==> src/rtl/life_pkg.sv <==
// Shared constants and types for the Life board serializer.
//   ANSI/ASCII control bytes used in the terminal frame
//   default live/dead cell characters
//   ser_state_e : serializer FSM states
//   home_byte() : byte for each position of the cursor-home escape
package life_pkg;

  localparam logic [7:0] ANSI_ESC       = 8'h1B;
  localparam logic [7:0] ANSI_LBRACKET  = 8'h5B;
  localparam logic [7:0] ANSI_SEMI      = 8'h3B;
  localparam logic [7:0] ANSI_HOME_H    = 8'h48;
  localparam logic [7:0] ASCII_CR       = 8'h0D;
  localparam logic [7:0] ASCII_LF       = 8'h0A;
  localparam logic [7:0] ALIVE_CHAR_DEF = 8'h4F;
  localparam logic [7:0] DEAD_CHAR_DEF  = 8'h20;

  typedef enum logic [2:0] {
    IDLE = 3'd0,
    HOME = 3'd1,
    CELL = 3'd2,
    CRLF = 3'd3,
    FIN  = 3'd4
  } ser_state_e;

  function automatic logic [7:0] home_byte(input logic [1:0] idx);
    logic [7:0] b;
    case (idx)
      2'd0:    b = ANSI_ESC;
      2'd1:    b = ANSI_LBRACKET;
      2'd2:    b = ANSI_SEMI;
      default: b = ANSI_HOME_H;
    endcase
    return b;
  endfunction

endpackage

==> src/rtl/board_uart_serializer.sv <==
// Snapshots the packed Life board on start and streams it as an ANSI terminal
// frame (optional cursor-home escape, then one text row per board row, rows
// separated by CR LF) over a valid/ready byte stream.
// Ports:
//   clk, reset          clock, async active-high reset
//   start               frame request, taken only while idle
//   board               packed board, bit y*WIDTH+x = cell (x,y)
//   busy / done         frame in progress / one-cycle completion pulse
//   tx_data, tx_valid   byte stream out (registered)
//   tx_ready            sink accepts the byte when tx_valid & tx_ready
//
// state | meaning
// IDLE  | waiting for start
// HOME  | presenting cursor-home byte hidx (0..3)
// CELL  | presenting cell (col,row) of the snapshot
// CRLF  | presenting CR (hidx 0) or LF (hidx 1) between rows
// FIN   | done pulse, back to IDLE
module board_uart_serializer
  import life_pkg::*;
#(
  parameter int         WIDTH      = 8,
  parameter int         HEIGHT     = 8,
  parameter logic [7:0] ALIVE_CHAR = ALIVE_CHAR_DEF,
  parameter logic [7:0] DEAD_CHAR  = DEAD_CHAR_DEF,
  parameter bit         SEND_HOME  = 1'b1
) (
  input  logic                      clk,
  input  logic                      reset,
  input  logic                      start,
  input  logic [WIDTH*HEIGHT-1:0]   board,
  output logic                      busy,
  output logic                      done,
  output logic [7:0]                tx_data,
  output logic                      tx_valid,
  input  logic                      tx_ready
);

  localparam int CW    = $clog2(WIDTH) + 1;
  localparam int RW    = $clog2(HEIGHT) + 1;
  localparam int NCELL = WIDTH * HEIGHT;
  localparam logic [CW-1:0] COL_LAST = CW'(WIDTH - 1);
  localparam logic [RW-1:0] ROW_LAST = RW'(HEIGHT - 1);

  ser_state_e       state_q, state_d;
  logic [1:0]       hidx_q, hidx_d;
  logic [CW-1:0]    col_q, col_d;
  logic [RW-1:0]    row_q, row_d;
  logic [NCELL-1:0] snap_q, snap_d;
  logic [7:0]       tx_data_q, tx_data_d;
  logic             tx_valid_q, tx_valid_d;
  logic             xfer;
  logic [$clog2(NCELL)-1:0] cell_idx;

  assign xfer = tx_valid_q & tx_ready;

  always_ff @(posedge clk or posedge reset) begin
    if (reset) begin
      state_q    <= IDLE;
      hidx_q     <= '0;
      col_q      <= '0;
      row_q      <= '0;
      snap_q     <= '0;
      tx_data_q  <= 8'h00;
      tx_valid_q <= 1'b0;
    end else begin
      state_q    <= state_d;
      hidx_q     <= hidx_d;
      col_q      <= col_d;
      row_q      <= row_d;
      snap_q     <= snap_d;
      tx_data_q  <= tx_data_d;
      tx_valid_q <= tx_valid_d;
    end
  end

  // The _d position names the byte shown next cycle; the byte itself is
  // muxed from that position so tx_data is registered yet has no bubble.
  always_comb begin
    state_d = state_q;
    hidx_d  = hidx_q;
    col_d   = col_q;
    row_d   = row_q;
    snap_d  = snap_q;
    case (state_q)
      IDLE: begin
        if (start) begin
          state_d = SEND_HOME ? HOME : CELL;
          hidx_d  = '0;
          col_d   = '0;
          row_d   = '0;
          snap_d  = board;
        end
      end
      HOME: begin
        if (xfer) begin
          if (hidx_q == 2'd3) begin
            state_d = CELL;
            col_d   = '0;
          end else begin
            hidx_d = hidx_q + 2'd1;
          end
        end
      end
      CELL: begin
        if (xfer) begin
          if (col_q == COL_LAST) begin
            state_d = (row_q == ROW_LAST) ? FIN : CRLF;
            hidx_d  = '0;
          end else begin
            col_d = col_q + CW'(1);
          end
        end
      end
      CRLF: begin
        if (xfer) begin
          if (hidx_q[0]) begin
            state_d = CELL;
            row_d   = row_q + RW'(1);
            col_d   = '0;
          end else begin
            hidx_d = hidx_q + 2'd1;
          end
        end
      end
      FIN:     state_d = IDLE;
      default: state_d = IDLE;
    endcase

    // Power-of-2 dimensions make row*WIDTH+col a plain concatenation.
    cell_idx = {row_d[RW-2:0], col_d[CW-2:0]};

    tx_data_d  = 8'h00;
    tx_valid_d = 1'b0;
    case (state_d)
      HOME: begin
        tx_data_d  = home_byte(hidx_d);
        tx_valid_d = 1'b1;
      end
      CELL: begin
        tx_data_d  = snap_d[cell_idx] ? ALIVE_CHAR : DEAD_CHAR;
        tx_valid_d = 1'b1;
      end
      CRLF: begin
        tx_data_d  = hidx_d[0] ? ASCII_LF : ASCII_CR;
        tx_valid_d = 1'b1;
      end
      default: begin
        tx_data_d  = 8'h00;
        tx_valid_d = 1'b0;
      end
    endcase
  end

  // busy already drops in FIN; a start seen then is still ignored because
  // only IDLE accepts it.
  always_comb begin
    busy     = (state_q != IDLE) && (state_q != FIN);
    done     = (state_q == FIN);
    tx_data  = tx_data_q;
    tx_valid = tx_valid_q;
  end

endmodule
==> config.mk <==
export PLATFORM = sky130hd
export DESIGN_NAME = board_uart_serializer
export DESIGN_NICKNAME = d
export VERILOG_FILES = /design/src/rtl/life_pkg.sv /design/src/rtl/board_uart_serializer.sv
export SDC_FILE = /design/constraint.sdc
export NUM_CORES = 1
export LEC_CHECK = 0
export CORE_MARGIN = 3
export CORE_UTILIZATION = 58
export DETAILED_ROUTE_END_ITERATION = 10
export GPL_ROUTABILITY_DRIVEN = 0
export GPL_TIMING_DRIVEN = 1
export PLACE_DENSITY = 0.83
export SYNTH_ARGS = -nofsm -noshare
export SYNTH_HDL_FRONTEND = slang
export SYNTH_SLANG_ARGS = --single-unit
==> constraint.sdc <==
create_clock -name clk -period 5.64 [get_ports clk]
set_input_delay 1.128 -clock clk [delete_from_list [all_inputs] [get_ports clk]]
set_output_delay 1.128 -clock clk [all_outputs]
set_load 0.02 [all_outputs]
Word-level counts from Yosys, hierarchy flattened
Index checks and enable logic that the tools add are counted.
Storage, ports and cells
  word-level logic and storage cells: 81
  bits of input ports: 68
  bits in registers: 86
  output and inout port bits: 11
Operators by class
  muxes and demuxes: 38
  reductions and logical operators: 9
  bitwise logic cells: 1
  order comparisons: 1
  eq/ne operators: 20
  add/sub/neg operators: 3
Operators with widths (number)
  $mux W64: 2
  $mux W4: 10
  $mux W3: 9
  $pmux W8 S3: 1
  $pmux W7 S3: 1
  $pmux W4 S4: 1
  $mux W2: 7
  $ne A2 B2 Y1 const B: 7
  $eq A3 B2 Y1 const B: 4
  $pmux W3 S4: 1
  $add A4 B1 Y4 const B: 2
  $eq A4 B3 Y1 const B: 2
  $pmux W2 S4: 1
  $pmux W4 S2: 1
  $reduce_and A8 Y1: 1
  $lt A6 B7 Y1 const B: 1
  $mux W7: 1
  $bmux W1 S6: 1
  $eq A3 B1 Y1 const B: 2
  $eq A2 B2 Y1 const B: 2
  $reduce_and A4 Y1: 1
  $reduce_bool A4 Y1: 1
  $eq A3 B3 Y1 const B: 1
  $logic_not A3 Y1: 1
  10 further kinds: 11

Depth between registers and ports, before layout
  depth after elaboration: 8
  gate-level depth with buffers: 13
  mapped depth without buffers: 11

Least setup slack after synthesis
Ideal clock, no wire load.
  path type: input to register
  start: input port start
  end: register tx_data_q[2] (netlist: tx_data[2])
  setup time: 148 ps
  slack: 2321 ps
  buffers on the path: 2
  data arrival time: 3171 ps
  cell stages on the path: 10
  data required time: 5492 ps
  path through: nor4b_4 -> buf_6 -> buf_2 -> mux2_2 -> a22oi_1 -> o22ai_1 -> o32ai_2 -> o22ai_2 -> a22oi_2 -> o21ai_1
Between the ends
  longest elaborated chain between the ends: 6
  elaborated cells on any way between the ends: 18
  classes of those cells: 3 x eq/ne; 15 x mux
RTL lines
  start: declaration: line board_uart_serializer.sv:29  | input logic start,
  $mux W64: line board_uart_serializer.sv:86  | if (start) begin
  $mux W64: line board_uart_serializer.sv:84  | case (state_q)
  via snap_d[33]: line board_uart_serializer.sv:48  | logic [NCELL-1:0] snap_q, snap_d;
  $bmux W1 S6: line board_uart_serializer.sv:140  | tx_data_d = snap_d[cell_idx] ? ALIVE_CHAR : DEAD_CHAR;
  $mux W1 (not written as such): line board_uart_serializer.sv:140
  $mux W7: line board_uart_serializer.sv:140
  $pmux W8 S3: line board_uart_serializer.sv:134  | case (state_d)
  via tx_data_d[2]: line board_uart_serializer.sv:49  | logic [7:0] tx_data_q, tx_data_d;
  end signal: assignment: line board_uart_serializer.sv:71  | tx_data_q <= tx_data_d;
  end: declaration: line board_uart_serializer.sv:49
The timed path passes the listed nets, and every way through them passes these cells. The select of a mux whose other input is x is not followed.
A chain may end at the register's enable or synchronous reset.

Worst setup path in the final report
  start: input port start
  end: register tx_data_q[6] (netlist: tx_data[6])
Same word-level chain as after synthesis.

==> impl_metrics.yaml <==
power:
  ir_drop_mv: 0.347
  p_per_area_nw_per_um2: 550
  power.leakage_nw: 2.32
clocking:
  cts_made_buffers: 9
  clkTransAtPathRegs_ns: 0.08
  cts_buffer_depth: 2
  cts_root_buffer: "clkbuf_8"
  clock-sinks: 85
  ctsHoldBuffers: 0
  cts_setup_buffers: 0
  cts_tree: "yes"
  cts-resized-gates: 0
  clk_latency_ns: 0.36
  cts-htree-levels: 3
critical_path:
  arrival_ns: 4.36
  path_class: "input port to flip-flop"
  crit_fanout: 68
  critPathSlowestCell: "clkdlybuf4s50_1"
  r2r-end: "tx_data[6]"
  r2r_slack_ns: 2.09
  critical-path-max-stage-delay_ns: 0.55
  critPathLaunchType: "input port"
  reg2reg_from: "col_q[1]"
  cp-end-kind: "flip-flop"
  r2r_cells: 11
  worstPathRequired_ns: 5.87
  path_cells: "clkdlybuf4s50_1 -> nor4b_4 -> buf_12 -> mux2_2 -> nand2b_1 -> a2111oi_1 -> o22ai_1 -> o211ai_1 -> o22ai_2 -> a22oi_2 -> o21ai_1"
synth:
  synthCells: 423
  yosys_register_bits: 85
  yosysTopAreaCell: "dfrtp_1"
  synth_enable_flop_cells: 0
  ys.flop_type: "dfrtp_1"
  syn-num-nets: 493
  yosysWarningCount: 0
  syn-cell-area_um2: 4650
  postSynthAreaPerCell_um2: 11.0
  ys_types: 67
  synth_area_leaders: "dfrtp_1 (46%), mux2_2 (12%), a21oi_1 (3.7%)"
  async_flop_share: 1.00
  yosys.area.top_type_share: 0.458
  synth-seq-area-share: 0.458
finish:
  fillers: 578
  multi_input_area_um2: 2250
  diodes: 0
  regArea_um2: 2130
  syn2layout_area_growth_pct: 20.4
  final_core_util: 0.721
  drive_gt1_frac: 0.195
  layout.nets: 563
die:
  io-pin-count: 79
  rows: 32
  initial_core_util: 0.598
  die_area_um2: 9120
  dieWidth_um: 95.5
  core_area_um2: 7770
  die_h_um: 95.5
drt:
  highest_layer: "met4"
  viasPerCell: 6.12
  vias: 3673
  routed_wl_um: 11500
  antenna_left: 0
  drc: 0
  wl_met1_um: 4830
  wl_met3_um: 853
  drtIter0Drc: 361
  first_pass_iters: 5
  wl_met2_um: 5470
  avgRoutedWirePerCell_um: 19.2
run:
  maxCapViolCount: 0
sta:
  finalSetupViolCount: 0
  max-slew-margin-rel: 0.355
  min_period_ns: 4.13
  rsz0062_at_grt: "no"
  fin_ws_ns: 1.51
  finalHoldViolations: 0
  worst_slew_pin_slew_ns: 0.968
  fin_crit_sh: 0.731
  fin_tns_setup_ns: 0
  fin_skew_ns: 0.00678
  maxSlewViolCount: 0
  fmax_ghz: 0.242
min_path:
  hold_depth: 2
  hp-start: "snap_q[58]"
  holdPathEnd: "snap_q[58]"
  hp-class: "flip-flop to flip-flop"
place:
  post-dp-hpwl_um: 8380
  dpl_worst_slack_ns: 1.23
  port_buffers: 77
global_routing:
  grt_start_max_net_pins: 69
  antenna_found_initial: 0
  grt_usage: 0.261
  grt_first_pass_wirelength_um: 18100
  grt-ovfl-total: 0
  grt_pass1_vias: 3657
run_status:
  status: "complete, no violations"
-- cell families (layout without fill, tap and decap cells) --
| kind of cell | Yosys count | after routing | synth area share |
|---|---|---|---|
| AOI/OAI and AO/OA | 127 | 127 | 0.200 |
| and+or+nand+nor | 89 | 89 | 0.118 |
| DFF | 85 | 85 | 0.458 |
| muxes | 67 | 67 | 0.158 |
| buffers and inverters | 51 | 126 | 0.0587 |
| adders and majority gates | 2 | 2 | 0.00538 |
| other | 1 | 1 | 0.000807 |
| xor gates and xnor gates | 1 | 1 | 0.00188 |
-- cells in the final DEF, fill, tap and decap left out, types with 3 or more instances in the layout --
| cell type | n |
|---|---|
| a21oi_1 | 34 |
| a22oi_1 | 4 |
| a31oi_1 | 5 |
| and2_1 | 6 |
| and3_1 | 3 |
| and4_1 | 3 |
| clkbuf_8 | 9 |
| clkdlybuf4s50_1 | 77 |
| dfrtp_1 | 85 |
| inv_1 | 26 |
| inv_2 | 3 |
| mux2_2 | 50 |
| mux2i_1 | 17 |
| nand2_1 | 17 |
| nand2b_1 | 16 |
| nand4_1 | 3 |
| nor2_1 | 15 |
| nor3_1 | 3 |
| nor3b_1 | 3 |
| o211a_1 | 6 |
| o211ai_1 | 7 |
| o21ai_0 | 19 |
| o21ai_1 | 4 |
| o221ai_1 | 7 |
| o22ai_1 | 13 |
| o32ai_2 | 3 |
-- state kept, by name, summed over array words and instances (netlist names) --
name,cells
state_q,3
tx_data,7
snap_q,64
tx_valid,1
row_q,4
col_q,4
hidx_q,2
-- critical path: cells and delay by family --
family                 cells  cell delay [ns]
AOI/OAI and AO/OA          6             1.38
buffers and inverters      2             0.90
muxes                      1             0.42
and+or+nand+nor            2             0.48
-- layout make-up --
type,count,area share
Multi-Input combinational cell,287,0.402
Sequential cell,85,0.380
Timing Repair Buffer,80,0.144
Clock buffer,10,0.0228
Tap cell,102,0.0228
Inverter,30,0.0203
Clock inverter,6,0.00827
-- power breakdown --
group          switching (mW)  total, mW  leakage, nW  internal [mW]
clock network           0.228      0.391       0.0833          0.163
registers               0.137       1.04         1.02          0.899
logic                   0.932       1.65         1.21          0.720
total                    1.30       3.08         2.32           1.78
-- how the worst max path moves through the flow --
stage | startpoint | end | slack (ns) | cells past startpoint
after floorplan | reset | col_q[0] | 2.32 | 1
after global placement | start | tx_data[6] | 1.33 | 11
after detailed placement | start | tx_data[2] | 1.23 | 11
after CTS | start | tx_data[6] | 1.60 | 11
after global routing | start | tx_data[2] | 1.42 | 11
final | start | tx_data[6] | 1.51 | 11
-- routing by layer --
metal	global-route usage	vias up
met5	0	-
met4	0.0948	0
met3	0.0505	39
met2	0.416	172
met1	0.356	1775
li1	-	1687
-- synthesized netlist by cell type (all sizes together), types with 2 or more instances --
master,count
o211a,6
clkbuf,2
nand3b,2
nor3,3
a31o,2
a211oi,2
nor2b,2
o211ai,8
buf,19
a22oi,5
a31oi,5
o21ai,24
o221ai,7
o22ai,15
a2bb2oi,2
and4,3
or2,2
and3,4
nor4,2
nand4,4
nand3,2
nor2,16
and2,6
a2111oi,2
nand2b,16
inv,30
a22o,2
nor3b,4
ha,2
nand2,17
a21o,2
mux2,50
dfrtp,85
mux2i,17
o32ai,3
a21oi,36
-- through the flow --
stage / total power, mW / cells / hold WS, ns / instance area, um^2
4_1_cts: 3.05 / 600 / 0.491 / 5600
5_1_grt: 3.27 / 600 / 0.518 / 5600
6_report: 3.08 / 600 / 0.491 / 5600
3_3_place_gp: 2.60 / 584 / 0.475 / 5420
2_1_floorplan: 2.25 / 423 / 0.442 / 4650
3_5_place_dp: 2.66 / 584 / 0.472 / 5420
(Power assumes the default switching activity.)
